**config.mk**
```make
export PLATFORM = sky130hd
export DESIGN_NAME = dcache_core
export DESIGN_NICKNAME = d
export VERILOG_FILES = /design/src/rtl/dcache_pkg.sv /design/src/rtl/dcache_array.sv /design/src/rtl/dcache_core.sv
export SDC_FILE = /design/constraint.sdc
export NUM_CORES = 1
export LEC_CHECK = 0
export BUFFER_PORTS_ARGS = -buffer_cell sky130_fd_sc_hd__clkbuf_2
export CELL_PAD_IN_SITES_DETAIL_PLACEMENT = 1
export CELL_PAD_IN_SITES_GLOBAL_PLACEMENT = 2
export CORE_MARGIN = 2
export CORE_UTILIZATION = 35
export CTS_CLUSTER_SIZE = 25
export DETAILED_ROUTE_END_ITERATION = 6
export GPL_ROUTABILITY_DRIVEN = 1
export GPL_TIMING_DRIVEN = 1
export PLACE_DENSITY = 0.8
export SYNTH_ARGS = -nofsm -noshare
export SYNTH_HDL_FRONTEND = slang
export SYNTH_SLANG_ARGS = --single-unit
```
**constraint.sdc**
```tcl
create_clock -name clk -period 8.2 [get_ports clk]
set_input_delay 0.82 -clock clk [delete_from_list [all_inputs] [get_ports clk]]
set_output_delay 0.82 -clock clk [all_outputs]
set_load 0.01 [all_outputs]
```
**src/rtl/dcache_pkg.sv**
```systemverilog
// dcache_pkg: shared types and field widths for the direct-mapped data cache
package dcache_pkg;
  typedef enum logic [2:0] {S_IDLE, S_WB, S_FILL, S_FLUSH_SCAN, S_FLUSH_WB} dc_state_t;
  localparam int LINE_W = 128;
  localparam int WORD_W = 32;
  localparam int TAG_W = 28;
  function automatic int idx_w(input int lines);
    return $clog2(lines);
  endfunction
  typedef struct packed {
    logic              valid;
    logic              dirty;
    logic [TAG_W-1:0]  tag;
    logic [LINE_W-1:0] data;
  } line_t;
endpackage

```
**src/rtl/dcache_array.sv**
```systemverilog
// dcache_array: tag/valid/dirty/data storage with combinational read and word/line writes
module dcache_array import dcache_pkg::*; #(
  parameter int LINES = 4,
  parameter int WORDS = 4
) (
  input  logic                       clk,
  input  logic                       reset,
  input  logic [idx_w(LINES)-1:0]    i_idx,
  output line_t                      o_line,
  input  logic                       i_word_we,
  input  logic [$clog2(WORDS)-1:0]   i_off,
  input  logic [WORD_W-1:0]          i_word,
  input  logic                       i_line_we,
  input  line_t                      i_line
);
  line_t r_mem [LINES];
  assign o_line = r_mem[i_idx];
  // line write takes priority; a word write marks the line dirty
  always_ff @(posedge clk) begin
    if (reset) begin
      for (int i = 0; i < LINES; i++) begin
        r_mem[i].valid <= 1'b0;
        r_mem[i].dirty <= 1'b0;
      end
    end else if (i_line_we) begin
      r_mem[i_idx] <= i_line;
    end else if (i_word_we) begin
      r_mem[i_idx].data[{i_off, 5'b0} +: WORD_W] <= i_word;
      r_mem[i_idx].dirty <= 1'b1;
    end
  end
endmodule

```
**src/rtl/dcache_core.sv**
```systemverilog
// dcache_core: direct-mapped write-back write-allocate data cache with flush
module dcache_core import dcache_pkg::*; #(
  parameter int LINES = 4,
  parameter int WORDS = 4
) (
  input  logic              clk,
  input  logic              reset,
  input  logic              flush,
  input  logic              mem_read,
  input  logic              mem_write,
  input  logic [31:0]       address,
  input  logic [31:0]       writedata,
  output logic [31:0]       readdata,
  output logic              requested_data_to_mem,
  output logic              mm_req,
  output logic              mm_we,
  output logic [31:0]       mm_addr,
  output logic [LINE_W-1:0] mm_wdata,
  input  logic [LINE_W-1:0] mm_rdata,
  input  logic              mm_ready
);
  localparam int IDX = idx_w(LINES);
  localparam int OFF_W = $clog2(WORDS);
  dc_state_t r_state;
  logic r_req_we, r_replay, r_flush_pend, r_stall, r_mm_req, r_mm_we;
  logic [31:0] r_req_addr, r_req_wdata, r_readdata, r_mm_addr;
  logic [LINE_W-1:0] r_mm_wdata, w_fill;
  logic [IDX-1:0] r_scan_idx, w_idx;
  logic [OFF_W-1:0] w_off;
  logic [TAG_W-1:0] w_tag;
  logic [31:0] w_addr, w_victim, w_fill_addr;
  logic w_idle, w_flushing, w_req, w_do_flush, w_hit, w_dv, w_rdy, w_last, w_flush_done;
  logic w_line_we, w_word_we, w_unused;
  line_t w_rd, w_line;
  assign w_idle = r_state == S_IDLE;
  assign w_flushing = r_state == S_FLUSH_SCAN || r_state == S_FLUSH_WB;
  assign w_req = mem_read | mem_write;
  assign w_do_flush = flush | r_flush_pend;
  assign w_addr = w_idle ? address : r_req_addr;
  assign w_idx = w_flushing ? r_scan_idx : w_addr[4 +: IDX];
  assign w_off = w_addr[2 +: OFF_W];
  assign w_tag = TAG_W'(w_addr >> (4 + IDX));
  assign w_hit = w_rd.valid && w_rd.tag == w_tag;
  assign w_dv = w_rd.valid && w_rd.dirty;
  assign w_rdy = mm_ready & r_mm_req;
  assign w_last = r_scan_idx == IDX'(LINES - 1);
  assign w_victim = (32'(w_rd.tag) << (4 + IDX)) | (32'(w_idx) << 4);
  assign w_fill_addr = {w_addr[31:4], 4'b0};
  assign w_flush_done = w_last && ((r_state == S_FLUSH_SCAN && !w_dv) || (r_state == S_FLUSH_WB && w_rdy));
  assign w_line_we = (w_rdy && (r_state == S_FILL || r_state == S_FLUSH_WB)) || (r_state == S_FLUSH_SCAN && !w_dv);
  assign w_word_we = w_idle && !w_do_flush && mem_write && w_hit;
  assign w_unused = ^w_addr[1:0];
  // fill line with the pending store merged in; any other line write invalidates
  always_comb begin
    w_fill = mm_rdata;
    if (r_req_we) w_fill[{w_off, 5'b0} +: WORD_W] = r_req_wdata;
    w_line = '0;
    w_line.valid = r_state == S_FILL;
    w_line.dirty = r_state == S_FILL && r_req_we;
    w_line.tag = r_state == S_FILL ? w_tag : '0;
    w_line.data = r_state == S_FILL ? w_fill : '0;
  end
  dcache_array #(.LINES(LINES), .WORDS(WORDS)) u_array (
    .clk(clk), .reset(reset), .i_idx(w_idx), .o_line(w_rd),
    .i_word_we(w_word_we), .i_off(w_off), .i_word(writedata),
    .i_line_we(w_line_we), .i_line(w_line)
  );
  // control FSM with registered stall and memory-side outputs
  always_ff @(posedge clk) begin
    if (reset) begin
      r_state <= S_IDLE;
      r_readdata <= '0;
      r_stall <= 1'b0;
      r_mm_req <= 1'b0;
      r_mm_we <= 1'b0;
      r_mm_addr <= '0;
      r_mm_wdata <= '0;
      r_flush_pend <= 1'b0;
      r_replay <= 1'b0;
      r_req_we <= 1'b0;
      r_req_addr <= '0;
      r_req_wdata <= '0;
      r_scan_idx <= '0;
    end else begin
      if (flush && !w_idle) r_flush_pend <= 1'b1;
      case (r_state)
        S_IDLE: begin
          if (w_do_flush || (w_req && !w_hit)) begin
            r_req_we <= mem_write;
            r_req_addr <= address;
            r_req_wdata <= writedata;
          end
          if (w_do_flush) begin
            r_state <= S_FLUSH_SCAN;
            r_stall <= 1'b1;
            r_flush_pend <= 1'b0;
            r_scan_idx <= '0;
            r_replay <= w_req;
          end else if (w_req && w_hit) begin
            if (!mem_write) r_readdata <= w_rd.data[{w_off, 5'b0} +: WORD_W];
          end else if (w_req) begin
            r_state <= w_dv ? S_WB : S_FILL;
            r_stall <= 1'b1;
            r_mm_req <= 1'b1;
            r_mm_we <= w_dv;
            r_mm_addr <= w_dv ? w_victim : w_fill_addr;
            r_mm_wdata <= w_rd.data;
          end
        end
        S_WB: if (w_rdy) begin
          r_state <= S_FILL;
          r_mm_we <= 1'b0;
          r_mm_addr <= w_fill_addr;
        end
        S_FILL: if (w_rdy) begin
          r_state <= S_IDLE;
          r_stall <= 1'b0;
          r_mm_req <= 1'b0;
          if (!r_req_we) r_readdata <= w_fill[{w_off, 5'b0} +: WORD_W];
        end
        S_FLUSH_SCAN: if (w_dv) begin
          r_state <= S_FLUSH_WB;
          r_mm_req <= 1'b1;
          r_mm_we <= 1'b1;
          r_mm_addr <= w_victim;
          r_mm_wdata <= w_rd.data;
        end else begin
          r_scan_idx <= r_scan_idx + 1'b1;
        end
        S_FLUSH_WB: if (w_rdy) begin
          r_state <= S_FLUSH_SCAN;
          r_mm_req <= 1'b0;
          r_scan_idx <= r_scan_idx + 1'b1;
        end
        default: r_state <= S_IDLE;
      endcase
      if (w_flush_done) begin
        r_state <= r_replay ? S_FILL : S_IDLE;
        r_stall <= r_replay;
        r_mm_req <= r_replay;
        r_mm_we <= 1'b0;
        r_mm_addr <= w_fill_addr;
        r_replay <= 1'b0;
      end
    end
  end
  assign readdata = r_readdata;
  assign requested_data_to_mem = r_stall;
  assign mm_req = r_mm_req;
  assign mm_we = r_mm_we;
  assign mm_addr = r_mm_addr;
  assign mm_wdata = r_mm_wdata;
endmodule

```
### Word level (Yosys, flattened, before mapping)

Memories as Yosys holds them, arrays and structs flattened.
Index checks and enable logic that the tools add are counted.

* flip-flop bits (word level): 267
* memory bits (writable): 624
* input bits: 198
* logic and storage cells: 425
* memories: 1

* add/subtract/negate cells: 2
* equal/unequal tests: 28
* shifts and indexed selects: 5
* multiplexer cells: 199
* bitwise operators: 133
* reductions and logical operators: 43

Memories
* u_array.r_mem: words 4, bits a word 156, read ports 1, clocked after memory_dff 0, wr ports 4, line dcache_array.sv:16 `line_t r_mem [LINES];`

Operator list (count)
* 2-to-1 mux 128 bit: 7
* 2-to-1 mux 32 bit: 13
* one-hot mux 128 bit (2 select lines): 1
* variable part select 128 x 8 -> 32 bit: 2
* variable part select 32 x 9 -> 128 bit: 2
* 2-to-1 mux 156 bit: 1
* OR reduction 156 bit: 1
* 2-to-1 mux 1 bit: 152
* 2-to-1 mux 131 bit: 1
* bitwise OR 1 bit: 131
* bitwise mux 128 bit: 1
* variable shift 32 x 9 -> 128 bit (first input constant): 1
* one-hot mux 32 bit (3 select lines): 1
* one-hot mux 32 bit (2 select lines): 1
* bitwise OR 32 x 6 -> 32 bit: 1
* AND reduction 6 bit: 5
* == test 28 x 26 -> 1 bit: 1
* 2-to-1 mux 26 bit: 1
* 2-to-1 mux 3 bit: 8
* != test 2 bit (second input constant): 9
* != test 3 bit (second input constant): 5
* one-hot mux 3 bit (5 select lines): 1
* 2-to-1 mux 2 bit: 7
* logical AND 1 bit: 13
* 25 further kinds: 44

### Logic depth before layout (Yosys ltp)

An unclocked memory read counts as a cell.

* depth in word-level cells: 14
* gate-level depth with buffers: 18
* gate-level depth less buffers: 12

### By module

From an unflattened synthesis, not the netlist that was laid out.

* cell total of the unflattened synthesis: 3210
* area total of the unflattened synthesis: 41561.1 um2

By module, submodules not included
* dcache_array: times used 1, cells an instance 1061, area each 24458.5 um2, seq. area each 18978.2 um2
* dcache_core: times used 1, cells an instance 2149, area each 17102.7 um2, seq. area each 5225.0 um2

### Worst setup path before layout

No wires, ideal clock.

* path kind: input-to-reg
* from: input address[5]
* to: memory u_array.r_mem[0][0] (netlist name) (enable)
* arrival: 5.056 ns
* slack: 2.722 ns
* stages: 12
* buffers on the path: 2
* cell sequence: mux2_2 a32oi_2 clkbuf_1 buf_2 nand3_1 a31o_2 a2111oi_0 a31o_2 nand4_1 nor4_1 a21oi_1 nor2_1

RTL lines
* start, declared: line dcache_core.sv:11 `input logic [31:0] address,`
* end, declared: line dcache_array.sv:16

==> qor.yml <==
cts_sinks: 885
drt_iter0_drc: 3606
highest_layer: "met5"
numCtsBuffers: 101
firstDrtPassIters: 5
critPathMaxFanout: 49
post_cts_resized: 0
postRouteAntennaNets: 0
pwr-share-comb_pct: 42.9
syn_to_final_growth_pct: 17.2
finalCritPeriodShare_pct: 73.5
tightestPinTransition_ns: 1.07
max_cap_violations: 0
totalWireLength_um: 172000
drive_gt1_share_pct: 17.0
max_freq_ghz: 0.166
finalNonFillerCells: 5737
startpoint_type: "register"
status: "finished clean"
finalClockSkew_ns: 0.0555
critical_path.max_stage_delay_ns: 1.05
seq_area_sq_mm: 0.0240
ir_worst_vdd_mv: 0.228
critical_path.top_delay_family: "simple AND/OR/NAND/NOR gates"
die_area_sq_mm: 0.118
r2r_slack_ns: 2.18
synth_warnings: 0
hold_buffers: 0
viasPerCell: 5.96
num_rows: 124
arrival_ns: 6.57
setup.worst_path.end: "u_array.r_mem[0][53]"
io_pins: 393
multiInputGateArea_sq_mm: 0.0155
place_congestion: 0.878
wire_per_inst_um: 29.9
placed_cell_area_sq_mm: 0.0440
rsz0062_at_grt: "no"
drc: 0
ys_async_sr_fraction_pct: 0
grt_max_degree: 138
setup_tns_ns: 0
final_area_sq_mm: 0.0475
synthFlopType: "edfxtp_1"
die_w_um: 344
die-height_um: 344
r2r_end: "u_array.r_mem[0][53]"
met2_length_um: 80700
p_int_mw: 10.8
path_class: "register to register"
avgSynthCellArea_sq_um: 10.4
grt_pass1_wl_um: 242000
antenna_found_initial: 12
synth_edf_count: 624
cp-startpoint: "r_state[1]"
path_clk_slew_ns: 0.06
cp_num_cells: 12
h-tree-depth: 3
whs_ns: 0.358
overflow: 0
p_per_area_mw_per_mm2: 402
wl_met1_um: 67200
r2r_cells: 12
clockBufferDepth: 3
p_seq_share_pct: 32.2
finalNetCount: 4339
finalHoldViolCount: 0
coreArea_sq_mm: 0.115
critPathSlowestCell: "and4_2"
power.leakage_nw: 19.0
path_buf_inv: 2
wl_met3_um: 14900
yosys.cell_types.count: 84
n_fill_cell: 12662
period_minus_slack_ns: 6.02
path_common_cell: "buf_4"
worstSetupEndpointType: "register"
clock-root-buffer: "clkbuf_16"
final-setup-viol-count: 0
switching_power_mw: 8.30
seq_area_frac_synth_pct: 59.2
clkPwrFrac_pct: 24.9
path_cells: "buf_4, nor2_1, a32o_2, nor2_4, buf_4, a211oi_1, nor4_1, a31o_1, nand4_4, nor3_1, and4_2, a21o_1"
post_cts_buffers: 0
clk_latency_ns: 0.72
portBuffers: 386
r2r_start: "r_state[1]"
dp_hpwl_um: 116000
num_vias: 34165
drv_slew: 0
cts_tree: "done"
netlist_instances: 3904
ys_seq_elements: 885
p_total_mw: 19.1
syn_area_sq_mm: 0.0405
start_util_pct: 35.4
grt_pass1_vias: 33558
crit_required_ns: 8.74
slew_headroom_pct: 29.0
switching_share_pct: 43.5
post-place-cells: 5544
worstHoldPathType: "input pin to register"
grt_usage_pct: 28.3
## power groups by stage
stage	clock (mW)	sequential (mW)	combinational (mW)
floorplan	0	6.17	4.56
global placement	0	6.21	7.94
detailed placement	0	6.22	8.08
CTS	4.80	6.14	8.12
global route	4.96	6.20	8.69
finish	4.75	6.15	8.19
## stage by stage
stage / worst slack [ns] / util [%]
global route: 1.87 / 41.4
global placement: 2.22 / 38.4
detailed placement: 2.16 / 38.4
finish: 2.18 / 41.4
floorplan: 2.72 / -
CTS: 2.19 / 41.4
## synth_stat cells, drive strengths merged, types with 58 or more instances
cell,instances,share of area (%)
a211oi,73,1.4
a21o,132,2.4
a21oi,217,2.7
a22o,97,2.1
a22oi,132,2.4
a31oi,76,1.2
and3,93,1.4
buf,80,0.99
clkbuf,257,2.4
dfxtp,261,13
edfxtp,624,46
mux2i,99,2.4
nand2,735,6.8
nor2,424,3.9
nor3,89,1.1
o21ai,58,0.73
or3,73,1.1
## layout make-up
cell class,count,share of cell area (%)
diodes,1,0.00527
clock buffers,143,6.29
clock inverters,49,1.09
inverters,12,0.105
multi-input cells,2673,32.6
flip-flops and latches,885,50.5
well taps,1512,3.99
repair buffers,462,5.47
## cells in the final DEF (no fill, tap or decap), types with 7 or more instances in the layout
| cell | synthesis | routed |
|---|---|---|
| o311a_1 | 8 | 7 |
| a22oi_1 | 132 | 132 |
| nand2_1 | 734 | 732 |
| a31o_2 | 34 | 34 |
| clkbuf_16 | 0 | 107 |
| edfxtp_1 | 624 | 624 |
| and2_1 | 11 | 9 |
| o21ai_0 | 50 | 50 |
| o21ai_1 | 7 | 7 |
| mux2i_1 | 99 | 97 |
| nor3_1 | 88 | 87 |
| a311oi_1 | 35 | 35 |
| or3_1 | 73 | 73 |
| a21boi_0 | 7 | 7 |
| a32o_1 | 34 | 33 |
| nor2_1 | 424 | 403 |
| a21o_1 | 132 | 132 |
| a31oi_1 | 76 | 76 |
| o21bai_1 | 8 | 8 |
| a211oi_1 | 73 | 73 |
| o31ai_1 | 13 | 13 |
| dfxtp_1 | 261 | 261 |
| clkinv_2 | 0 | 21 |
| buf_12 | 0 | 7 |
| a21oi_1 | 217 | 215 |
| a22o_1 | 97 | 97 |
| o211ai_1 | 38 | 38 |
| buf_4 | 8 | 69 |
| inv_1 | 11 | 10 |
| or4_1 | 13 | 13 |
| clkinv_1 | 0 | 11 |
| and3_1 | 93 | 93 |
| bufinv_16 | 0 | 8 |
| clkbuf_1 | 257 | 19 |
| clkbuf_8 | 0 | 17 |
| nor2_4 | 0 | 21 |
| nand3_1 | 39 | 38 |
| mux2_2 | 7 | 7 |
| clkbuf_2 | 0 | 385 |
## cell families (layout without fill, tap and decap cells)
group                    after synthesis  after routing  synth area share [%]
adder cells (fa/ha/maj)                6              6                 0.185
AND/OR/NAND/NOR                     1528           1528                  16.3
flip-flops                           885            885                  59.2
buffers and inverters                349            666                  3.48
XOR/XNOR                               9              9                 0.195
other                                  1              5               0.00926
multiplexers                         106            106                  2.64
AO/OA/AOI/OAI                       1020           1020                  18.0
## flip-flops by register name, indices dropped and copies added (netlist names)
| name | count |
|---|---|
| u_array.r_mem | 624 |
| mm_wdata | 128 |
| r_req_wdata | 32 |
| readdata | 32 |
| r_req_addr | 30 |
| mm_addr | 28 |
| r_state | 3 |
| r_scan_idx | 2 |
| mm_req | 1 |
| mm_we | 1 |
| r_flush_pend | 1 |
| r_replay | 1 |
| r_req_we | 1 |
| requested_data_to_mem | 1 |
## worst register-to-register path, cell delays in order, from the launching register on
cell	delay (ns)
dfxtp_1	0.50
buf_4	0.51
nor2_1	0.29
a32o_2	0.46
nor2_4	0.38
buf_4	0.61
a211oi_1	0.29
nor4_1	0.41
a31o_1	0.23
nand4_4	0.24
nor3_1	0.58
and4_2	1.05
a21o_1	0.34
## layer usage
| metal | vias to the layer above | GRT usage (%) |
|---|---|---|
| li1 | 14876 | - |
| met1 | 17315 | 36.1 |
| met2 | 1629 | 45.9 |
| met3 | 331 | 5.83 |
| met4 | 14 | 13.2 |
| met5 | - | 0 |
## how the worst min path moves through the flow
stage | startpoint | to | slack, ns | depth (start not counted)
global placement | r_req_addr[20] | r_req_addr[20] | 0.44 | 2
detailed placement | r_req_addr[31] | r_req_addr[31] | 0.46 | 2
finish | address[28] | r_req_addr[28] | 0.36 | 3
floorplan | r_req_addr[11] | r_req_addr[11] | 0.43 | 2
global route | address[17] | r_req_addr[17] | 0.36 | 3
CTS | address[9] | r_req_addr[9] | 0.32 | 3
No activity file was read; power rests on OpenSTA's default activity.
